$ cat src/rtl/relu_writeback_if.sv
`default_nettype none
// relu_writeback_if: psum input stream and output-memory write port.
// Revision: 1.0
interface relu_writeback_if #(
  parameter int bw  = 16,
  parameter int col = 8,
  parameter int aw  = 4
);
  logic              in_valid;
  logic              in_ready;
  logic [bw*col-1:0] in;
  logic              wr_en;
  logic              wr_ready;
  logic [aw-1:0]     wr_addr;
  logic [bw*col-1:0] wr_data;

  modport slave (
    input  in_valid, in, wr_ready,
    output in_ready, wr_en, wr_addr, wr_data
  );

  modport master (
    output in_valid, in, wr_ready,
    input  in_ready, wr_en, wr_addr, wr_data
  );
endinterface
`default_nettype wire

$ cat src/rtl/relu_writeback.sv
`default_nettype none
// relu_writeback: accumulates ntap psum beats per pixel, writes ReLU(sum) for npix pixels.
// Revision: 1.0
module relu_writeback #(
  parameter int bw   = 16,
  parameter int col  = 8,
  parameter int ntap = 9,
  parameter int npix = 16,
  parameter int aw   = 4
) (
  input  logic              clk,
  input  logic              reset,
  input  logic              start,
  relu_writeback_if.slave   bus,
  output logic              busy,
  output logic              done
);
  localparam int TW = (ntap > 1) ? $clog2(ntap) : 1;

  typedef enum logic [1:0] {
    IDLE  = 2'd0,
    ACC   = 2'd1,
    WRITE = 2'd2,
    DONE  = 2'd3
  } state_t;

  state_t            state, state_nxt;
  logic [bw*col-1:0] acc;
  logic [bw*col-1:0] sum;
  logic [bw*col-1:0] relu;
  logic [bw*col-1:0] wr_data_q;
  logic [TW-1:0]     tap;
  logic [aw-1:0]     pix;
  logic              accept;
  logic              wr_hs;
  logic              last_tap;
  logic              last_pix;

  // Handshakes derived from state directly so they do not depend on the FSM output process.
  assign accept   = (state == ACC) & bus.in_valid;
  assign wr_hs    = (state == WRITE) & bus.wr_ready;
  assign last_tap = (tap == TW'(ntap - 1));
  assign last_pix = (pix == aw'(npix - 1));

  assign bus.wr_addr = pix;
  assign bus.wr_data = wr_data_q;

  for (genvar i = 0; i < col; i++) begin : g_lane
    assign sum[bw*i +: bw]  = acc[bw*i +: bw] + bus.in[bw*i +: bw];
    assign relu[bw*i +: bw] = sum[bw*(i+1)-1] ? '0 : sum[bw*i +: bw];
  end

  always_ff @(posedge clk or posedge reset) begin
    if (reset) begin
      state <= IDLE;
    end else begin
      state <= state_nxt;
    end
  end

  always_comb begin
    state_nxt    = state;
    bus.in_ready = 1'b0;
    bus.wr_en    = 1'b0;
    busy         = 1'b1;
    done         = 1'b0;
    case (state)
      IDLE: begin
        busy = 1'b0;
        if (start) state_nxt = ACC;
      end
      ACC: begin
        bus.in_ready = 1'b1;
        if (bus.in_valid && last_tap) state_nxt = WRITE;
      end
      WRITE: begin
        bus.wr_en = 1'b1;
        if (bus.wr_ready) state_nxt = last_pix ? DONE : ACC;
      end
      DONE: begin
        done      = 1'b1;
        state_nxt = IDLE;
      end
      default: state_nxt = IDLE;
    endcase
  end

  always_ff @(posedge clk or posedge reset) begin
    if (reset) begin
      acc       <= '0;
      tap       <= '0;
      pix       <= '0;
      wr_data_q <= '0;
    end else begin
      if (state == IDLE && start) begin
        acc <= '0;
        tap <= '0;
        pix <= '0;
      end
      if (accept) begin
        acc <= sum;
        if (last_tap) begin
          tap       <= '0;
          wr_data_q <= relu;
        end else begin
          tap <= tap + 1'b1;
        end
      end
      if (wr_hs) begin
        acc <= '0;
        if (!last_pix) pix <= pix + 1'b1;
      end
    end
  end
endmodule
`default_nettype wire
$ cat src/flat_wrapper.sv
// flat-port wrapper written by rule: the top's interface ports become plain ports
module relu_writeback_flat 
#(
  parameter int bw   = 16,
  parameter int col  = 8,
  parameter int ntap = 9,
  parameter int npix = 16,
  parameter int aw   = 4
)
  (clk, reset, start, busy, done, bus_in_valid, bus_in, bus_wr_ready, bus_in_ready, bus_wr_en, bus_wr_addr, bus_wr_data);
  relu_writeback_if #(.bw(bw), .col(col), .aw(aw)) bus_i ();
  input  logic clk;
  input  logic reset;
  input  logic start;
  output logic busy;
  output logic done;
  input wire logic [$bits(bus_i.in_valid)-1:0] bus_in_valid;
  input wire logic [$bits(bus_i.in)-1:0] bus_in;
  input wire logic [$bits(bus_i.wr_ready)-1:0] bus_wr_ready;
  output wire logic [$bits(bus_i.in_ready)-1:0] bus_in_ready;
  output wire logic [$bits(bus_i.wr_en)-1:0] bus_wr_en;
  output wire logic [$bits(bus_i.wr_addr)-1:0] bus_wr_addr;
  output wire logic [$bits(bus_i.wr_data)-1:0] bus_wr_data;
  assign bus_i.in_valid = bus_in_valid;
  assign bus_i.in = bus_in;
  assign bus_i.wr_ready = bus_wr_ready;
  assign bus_in_ready = bus_i.in_ready;
  assign bus_wr_en = bus_i.wr_en;
  assign bus_wr_addr = bus_i.wr_addr;
  assign bus_wr_data = bus_i.wr_data;
  relu_writeback #(.bw(bw), .col(col), .ntap(ntap), .npix(npix), .aw(aw)) u_core (.clk(clk), .reset(reset), .start(start), .bus(bus_i), .busy(busy), .done(done));
endmodule
$ cat config.mk
export PLATFORM = sky130hd
export DESIGN_NAME = relu_writeback_flat
export DESIGN_NICKNAME = d
export VERILOG_FILES = /design/src/rtl/relu_writeback_if.sv /design/src/rtl/relu_writeback.sv /design/src/flat_wrapper.sv
export SDC_FILE = /design/constraint.sdc
export NUM_CORES = 1
export LEC_CHECK = 0
export BUFFER_PORTS_ARGS = -buffer_cell sky130_fd_sc_hd__clkbuf_2
export CAP_MARGIN = 5
export CORE_ASPECT_RATIO = 1.4
export CORE_MARGIN = 1
export CORE_UTILIZATION = 45
export CTS_BUF_LIST = sky130_fd_sc_hd__clkbuf_4
export DETAILED_ROUTE_END_ITERATION = 10
export HOLD_SLACK_MARGIN = 0.02
export PLACE_DENSITY = 0.69
export SYNTH_ARGS = -nofsm -noshare
export SYNTH_HDL_FRONTEND = slang
export SYNTH_SLANG_ARGS = --single-unit
$ cat constraint.sdc
create_clock -name clk -period 7.2 [get_ports clk]
set_input_delay 0.36 -clock clk [delete_from_list [all_inputs] [get_ports clk]]
set_output_delay 0.36 -clock clk [all_outputs]
set_load 0.01 [all_outputs]
Word-level counts from Yosys, hierarchy flattened
Index checks and enable logic that the tools add are counted.
Widths: inputs -> output; s select.
{"block": "classes", "add_sub_neg": 10, "multipliers": 0, "div_mod_pow": 0, "n_lt_le_gt_ge": 0, "n_eq_ne": 8, "shift": 0, "n_mux": 26, "n_bitwise": 2, "reduce_logical": 7}
{"operator": "$mux 128", "n": 3}
{"operator": "$add 16x16->16", "n": 8}
{"operator": "$mux 15", "n": 8}
{"operator": "$mux 4", "n": 6}
{"operator": "$add 4x1->4 const B", "n": 2}
{"operator": "$eq 4x4->1 const B", "n": 2}
{"operator": "$mux 2", "n": 4}
{"operator": "$pmux 2 s4", "n": 1}
{"operator": "$ne 2x2->1 const B", "n": 3}
{"operator": "$eq 2x2->1 const B", "n": 2}
{"operator": "$mux 1", "n": 4}
{"operator": "$reduce_and 3->1", "n": 1}
{"operator": "$reduce_bool 3->1", "n": 1}
{"operator": "$and 1x1->1", "n": 2}
{"operator": "$eq 2x1->1 const B", "n": 1}
{"operator": "$logic_and 1x1->1", "n": 2}
{"operator": "$logic_not 2->1", "n": 1}
{"operator": "$reduce_and 2->1", "n": 1}
{"operator": "$reduce_bool 2->1", "n": 1}
{"block": "totals", "register_bits": 266, "latch_bits": 0, "ramBits": 0, "mem_bits_ro": 0, "input_bits": 133, "out_inout_bits": 136, "memories": 0}

Longest topological paths before layout
{"block": "logic_depth", "word_depth": 5, "depth_mapped": 10, "depth_no_buf": 9}

Worst setup path before layout
OpenSTA, ideal clock, no wires.
{"block": "synth_path", "kind": "input -> register", "from": "input port bus_in[54]", "to": "register u_core.wr_data_q[50], in the netlist u_core.bus.wr_data[50]", "setup_time_ns": 0.137, "t_arrival_ns": 2.287, "required_time_ns": 7.063, "slack_ns": 4.776, "path_stages": 9, "n_path_buf": 1, "cell_sequence": "ha_1 > a211oi_1 > o211ai_2 > a31oi_1 > o31ai_2 > xor2_2 > xor2_2 > buf_6 > o31ai_1"}
{"block": "synth_between", "elab_chain_cells": 2}
{"element": "start: declaration", "line": "flat_wrapper.sv:18", "rtl": "input wire logic [$bits(bus_i.in)-1:0] bus_in;"}
{"element": "$add 16x16->16", "line": "relu_writeback.sv:49", "rtl": "assign sum[bw*i +: bw] = acc[bw*i +: bw] + bus.in[bw*i +: bw];"}
{"element": "$mux 15", "line": "relu_writeback.sv:50", "rtl": "assign relu[bw*i +: bw] = sum[bw*(i+1)-1] ? '0 : sum[bw*i +: bw];"}
{"element": "end signal: assignment", "line": "relu_writeback.sv:104", "rtl": "wr_data_q <= relu;"}
{"element": "end: declaration", "line": "relu_writeback.sv:31", "rtl": "logic [bw*col-1:0] wr_data_q;"}
No other way between the ends.
A chain may end at the register's enable or synchronous reset.

Worst setup path after layout
{"block": "layout_path", "from": "register u_core.tap[0]", "to": "register u_core.wr_data_q[113], in the netlist u_core.bus.wr_data[113]"}
{"block": "layout_between", "elab_chain_cells": 2}
{"element": "start: declaration", "line": "relu_writeback.sv:32", "rtl": "logic [TW-1:0] tap;"}
{"element": "start signal: assignment", "line": "relu_writeback.sv:106", "rtl": "tap <= tap + 1'b1;"}
{"element": "$eq 4x4->1", "line": "relu_writeback.sv:42", "rtl": "assign last_tap = (tap == TW'(ntap - 1));"}
{"element": "$reduce_and 2->1 (no line)"}
No other way between the ends.

==> impl_metrics.xml <==
<?xml version="1.0" encoding="UTF-8"?>
<metrics>
  <group name="floorplan">
    <metric name="rows" unit="">79</metric>
    <metric name="dieArea" unit="um2">34500</metric>
    <metric name="dieHeight" unit="um">219</metric>
    <metric name="initial_core_utilization" unit="">0.457</metric>
    <metric name="ios" unit="">269</metric>
    <metric name="die-width" unit="um">157</metric>
    <metric name="core-area" unit="um2">33200</metric>
  </group>
  <group name="power">
    <metric name="power.switching_fraction" unit="">0.447</metric>
    <metric name="pwr_dens" unit="nW/um2">428</metric>
    <metric name="netSwitchingPower" unit="uW">3420</metric>
    <metric name="power.share.combinational" unit="">0.534</metric>
    <metric name="power.ir.vdd_worst" unit="V">0.000208</metric>
    <metric name="cellLeakagePower" unit="uW">0.00869</metric>
    <metric name="power.clock.fraction" unit="">0.168</metric>
    <metric name="intPower" unit="uW">4240</metric>
    <metric name="share_seq_of_total_power" unit="">0.297</metric>
  </group>
  <group name="cells_and_area">
    <metric name="area_growth" unit="%">17.9</metric>
    <metric name="net_count_reported_at_finish" unit="">2129</metric>
    <metric name="drive_gt1_frac" unit="">0.225</metric>
  </group>
  <group name="clocking">
    <metric name="depth_of_the_cts_h_tree" unit="">3</metric>
    <metric name="cts_tree" unit="">yes</metric>
    <metric name="cts_sinks" unit="">258</metric>
    <metric name="cts_repair_resize_count" unit="">0</metric>
    <metric name="clk_latency" unit="ns">0.75</metric>
    <metric name="post-cts-setup-buffer-count" unit="">0</metric>
    <metric name="clock-root-buffer" unit="">sky130_fd_sc_hd__clkbuf_4</metric>
    <metric name="cts.hold.buffers_added" unit="">21</metric>
    <metric name="clk_transition_reported_paths" unit="ns">0.06</metric>
    <metric name="clock_path_buffers" unit="">3</metric>
    <metric name="cts_buffers" unit="">70</metric>
  </group>
  <group name="critical_path">
    <metric name="critical_path_peak_fanout" unit="">56</metric>
    <metric name="number_of_buffers_and_inverters_on_the_critical_path" unit="">2</metric>
    <metric name="end_of_the_worst_register_to_register_path" unit="">u_core.bus.wr_data[113]</metric>
    <metric name="reg2reg_from" unit="">u_core.tap[0]</metric>
    <metric name="critical_path.slowest_cell" unit="">sky130_fd_sc_hd__nor2_1</metric>
    <metric name="worst_ep_required_time" unit="ns">7.87</metric>
    <metric name="critPathArrivalTime" unit="ns">4.28</metric>
    <metric name="critical_path.startpoint_type" unit="">register</metric>
    <metric name="reg2regPathDepth" unit="">8</metric>
    <metric name="worstPathCellList" unit="">inv_1, ha_1, nand2_1, nor2_1, nand2_4, buf_4, nor2_2, a22o_1</metric>
    <metric name="crit_path_end_kind" unit="">register</metric>
    <metric name="reg2reg_slack" unit="ns">3.59</metric>
    <metric name="worst_path_top_cell_family_by_delay" unit="">simple AND/OR/NAND/NOR gates</metric>
    <metric name="max_stage_delay" unit="ns">0.84</metric>
    <metric name="criticalPathCategory" unit="">reg -&gt; reg</metric>
  </group>
  <group name="timing">
    <metric name="worst_clock_skew" unit="ns">0.0292</metric>
    <metric name="setup_slack_of_the_critical_path_after_layout" unit="ns">3.59</metric>
    <metric name="setup_tns" unit="ns">0</metric>
    <metric name="period_minus_slack" unit="ns">3.61</metric>
    <metric name="setup_viol_count_final" unit="">0</metric>
    <metric name="timing.slew.headroom" unit="">0.255</metric>
    <metric name="report.final.hold_viol_count" unit="">0</metric>
    <metric name="layout_worst_path_cycle_share" unit="">0.502</metric>
    <metric name="maxSlewViolCount" unit="">0</metric>
    <metric name="timing.fmax" unit="GHz">0.277</metric>
    <metric name="rsz0062_at_grt" unit="">no</metric>
    <metric name="timing_worst_slew_pin_value" unit="ns">1.11</metric>
  </group>
  <group name="synth">
    <metric name="synth.cell_area" unit="um2">15200</metric>
    <metric name="synthCells" unit="">1570</metric>
    <metric name="netlist.area_leader.share" unit="">0.425</metric>
    <metric name="synth_sequential_area_ratio" unit="">0.425</metric>
    <metric name="synth-main-ff-cell" unit="">sky130_fd_sc_hd__dfrtp_1</metric>
    <metric name="ys_ff_latch" unit="">258</metric>
    <metric name="ys_warn_count" unit="">0</metric>
    <metric name="post_synth.cell_area_avg" unit="um2">9.67</metric>
    <metric name="async_flop_share" unit="">1.00</metric>
    <metric name="synth_largest_area_cell" unit="">sky130_fd_sc_hd__dfrtp_1</metric>
    <metric name="synth_enable_flop_cells" unit="">0</metric>
    <metric name="yosys.cell_types.count" unit="">66</metric>
    <metric name="netlist_top_cells_area" unit="">sky130_fd_sc_hd__dfrtp_1, sky130_fd_sc_hd__ha_1, sky130_fd_sc_hd__nand2_1</metric>
  </group>
  <group name="place">
    <metric name="placement.setup.worst_slack" unit="ns">3.57</metric>
    <metric name="place_hpwl" unit="mm">28.4</metric>
    <metric name="io_buffer_count" unit="">260</metric>
    <metric name="finalWeightedCongestion" unit="">0.885</metric>
  </group>
  <group name="detailed_routing">
    <metric name="final_antenna_net_count" unit="">0</metric>
    <metric name="route.detailed.wl_per_inst" unit="um">17.1</metric>
    <metric name="dr.first_iter.drc_count" unit="">560</metric>
    <metric name="vias" unit="">13000</metric>
    <metric name="avgViaCountPerCell" unit="">5.51</metric>
    <metric name="wl" unit="mm">40.4</metric>
    <metric name="remaining_drc_errors" unit="">0</metric>
    <metric name="detailedRoute.firstPassIterationCount" unit="">4</metric>
  </group>
  <group name="outcome">
    <metric name="status" unit="">complete, no violations</metric>
  </group>
  <group name="min_path">
    <metric name="worst_hold_path_type" unit="">in -&gt; reg</metric>
    <metric name="hold_path.startpoint" unit="">bus_in[15]</metric>
    <metric name="hold-path-cell-count" unit="">4</metric>
    <metric name="min_to" unit="">u_core.acc[15]</metric>
  </group>
  <group name="grt">
    <metric name="grt_use_total" unit="">0.240</metric>
    <metric name="globalRouteOverflowTotal" unit="">0</metric>
    <metric name="number_of_global_route_vias_before_repair" unit="">13300</metric>
    <metric name="grt_antenna_before_repair" unit="">1</metric>
    <metric name="global_route_wire_length_before_repair" unit="mm">65.2</metric>
    <metric name="grt_start_max_net_pins" unit="">153</metric>
  </group>
  <group name="flow_run">
    <metric name="drv_cap" unit="">0</metric>
  </group>
</metrics>
## metrics by stage
stage | cells | hold slack, ns | total power [uW] | instance area [um2] | utilization
finish | 2359 | 0.0883 | 7660 | 17900 | 0.539
global route | 2358 | 0.0699 | 8320 | 17900 | 0.539
CTS | 2357 | 0.0307 | 7710 | 17900 | 0.538
detailed placement | 2217 | 0.466 | 6360 | 16800 | 0.507
global placement | 2217 | 0.461 | 6260 | 16800 | 0.507
floorplan | 1577 | 0.450 | 5400 | 15200 | -
## cell usage after synthesis, types with 3 or more instances
cell                         n
sky130_fd_sc_hd__clkbuf_1   49
sky130_fd_sc_hd__a21oi_1    91
sky130_fd_sc_hd__nor3_1      9
sky130_fd_sc_hd__o21ai_2    12
sky130_fd_sc_hd__nand3_1    21
sky130_fd_sc_hd__and2_1      7
sky130_fd_sc_hd__fa_1        8
sky130_fd_sc_hd__xor2_1     37
sky130_fd_sc_hd__o211ai_2    4
sky130_fd_sc_hd__nand4_1    11
sky130_fd_sc_hd__nor2b_1    11
sky130_fd_sc_hd__nor2_1     39
sky130_fd_sc_hd__o31ai_1    66
sky130_fd_sc_hd__o21ai_0   123
sky130_fd_sc_hd__o211ai_1    8
sky130_fd_sc_hd__a21o_1     37
sky130_fd_sc_hd__o21bai_1   14
sky130_fd_sc_hd__o21a_1     11
sky130_fd_sc_hd__a211oi_1   29
sky130_fd_sc_hd__dfrtp_1   258
sky130_fd_sc_hd__and3_1      5
sky130_fd_sc_hd__a22o_1     61
sky130_fd_sc_hd__buf_4      11
sky130_fd_sc_hd__buf_1       7
sky130_fd_sc_hd__inv_1      23
sky130_fd_sc_hd__o21ai_1    29
sky130_fd_sc_hd__a221oi_1    4
sky130_fd_sc_hd__xnor2_1    65
sky130_fd_sc_hd__xor2_2     10
sky130_fd_sc_hd__a41oi_1     3
sky130_fd_sc_hd__o31a_1      3
sky130_fd_sc_hd__buf_2       5
sky130_fd_sc_hd__o31ai_2    14
sky130_fd_sc_hd__a31oi_1    18
sky130_fd_sc_hd__ha_1      123
sky130_fd_sc_hd__nand2b_1   13
sky130_fd_sc_hd__nand2_1   293
## power by group through the flow
stage / Clock, uW / Sequential [uW] / Combinational, uW
after floorplan: 0 / 2280 / 3130
after global placement: 0 / 2270 / 3990
after detailed placement: 0 / 2290 / 4070
after CTS: 1330 / 2270 / 4110
after global routing: 1410 / 2330 / 4580
final: 1290 / 2280 / 4090
## worst max-delay path by stage
stage                  startpoint  slack (ns)  cells after the start                       to
floorplan                   reset        3.44                      1            u_core.acc[0]
global placement    u_core.tap[0]        3.72                      8  u_core.bus.wr_data[123]
detailed placement  u_core.tap[0]        3.57                      8  u_core.bus.wr_data[116]
CTS                 u_core.tap[0]        3.56                      8  u_core.bus.wr_data[125]
global route        u_core.tap[0]        3.26                      8  u_core.bus.wr_data[125]
finish              u_core.tap[0]        3.59                      8  u_core.bus.wr_data[113]
## placed cells by master, fill, tap and decap left out, types with 37 or more instances in the layout
| cell type | synthesis | final |
|---|---|---|
| sky130_fd_sc_hd__a21oi_1 | 91 | 91 |
| sky130_fd_sc_hd__o21ai_0 | 123 | 123 |
| sky130_fd_sc_hd__o31ai_1 | 66 | 66 |
| sky130_fd_sc_hd__clkbuf_2 | 0 | 260 |
| sky130_fd_sc_hd__a21o_1 | 37 | 37 |
| sky130_fd_sc_hd__clkbuf_4 | 0 | 98 |
| sky130_fd_sc_hd__nor2_1 | 39 | 38 |
| sky130_fd_sc_hd__xnor2_1 | 65 | 65 |
| sky130_fd_sc_hd__ha_1 | 123 | 123 |
| sky130_fd_sc_hd__dfrtp_1 | 258 | 258 |
| sky130_fd_sc_hd__xor2_1 | 37 | 37 |
| sky130_fd_sc_hd__a22o_1 | 61 | 61 |
| sky130_fd_sc_hd__nand2_1 | 293 | 291 |
## area by class of cell
cell class	count	area, um2
Timing Repair Buffer	290	1590
Clock inverter	21	106
Antenna cell	2	5.00
Fill cell	3051	15300
Inverter	23	90.1
Sequential cell	258	6460
Clock buffer	98	736
Multi-Input combinational cell	1222	8350
Tap cell	445	557
## sequential cells by signal, indices dropped and copies added (netlist names)
register / count
u_core.acc: 128
u_core.bus.wr_data: 120
u_core.bus.wr_addr: 4
u_core.tap: 4
u_core.state: 2
## worst reg2reg max path, delay by kind of cell, from the launching register on
kind | cells | cell delay [ns]
simple gates | 4 | 2.14
buf+inv | 2 | 0.61
compound gates | 1 | 0.23
flops | 1 | 0.44
fa+ha+maj | 1 | 0.14
## cells by family after synthesis
logic type,after synthesis,synth area share
XOR/XNOR,113,0.0707
AO/OA/AOI/OAI,552,0.248
other,1,0.000247
adder cells (fa/ha/maj),131,0.112
buffers and inverters,97,0.0281
AND/OR/NAND/NOR,417,0.115
flip-flops,258,0.425
multiplexers,1,0.000660
## layer usage
| metal | track usage | wire [um] | vias up |
|---|---|---|---|
| met5 | 0 | 0 | - |
| met4 | 0.143 | 1830 | 0 |
| met3 | 0.0547 | 2160 | 108 |
| met2 | 0.413 | 20300 | 352 |
| met1 | 0.269 | 16200 | 6227 |
| li1 | - | - | 6317 |
Power figures use the tool's default switching activity.
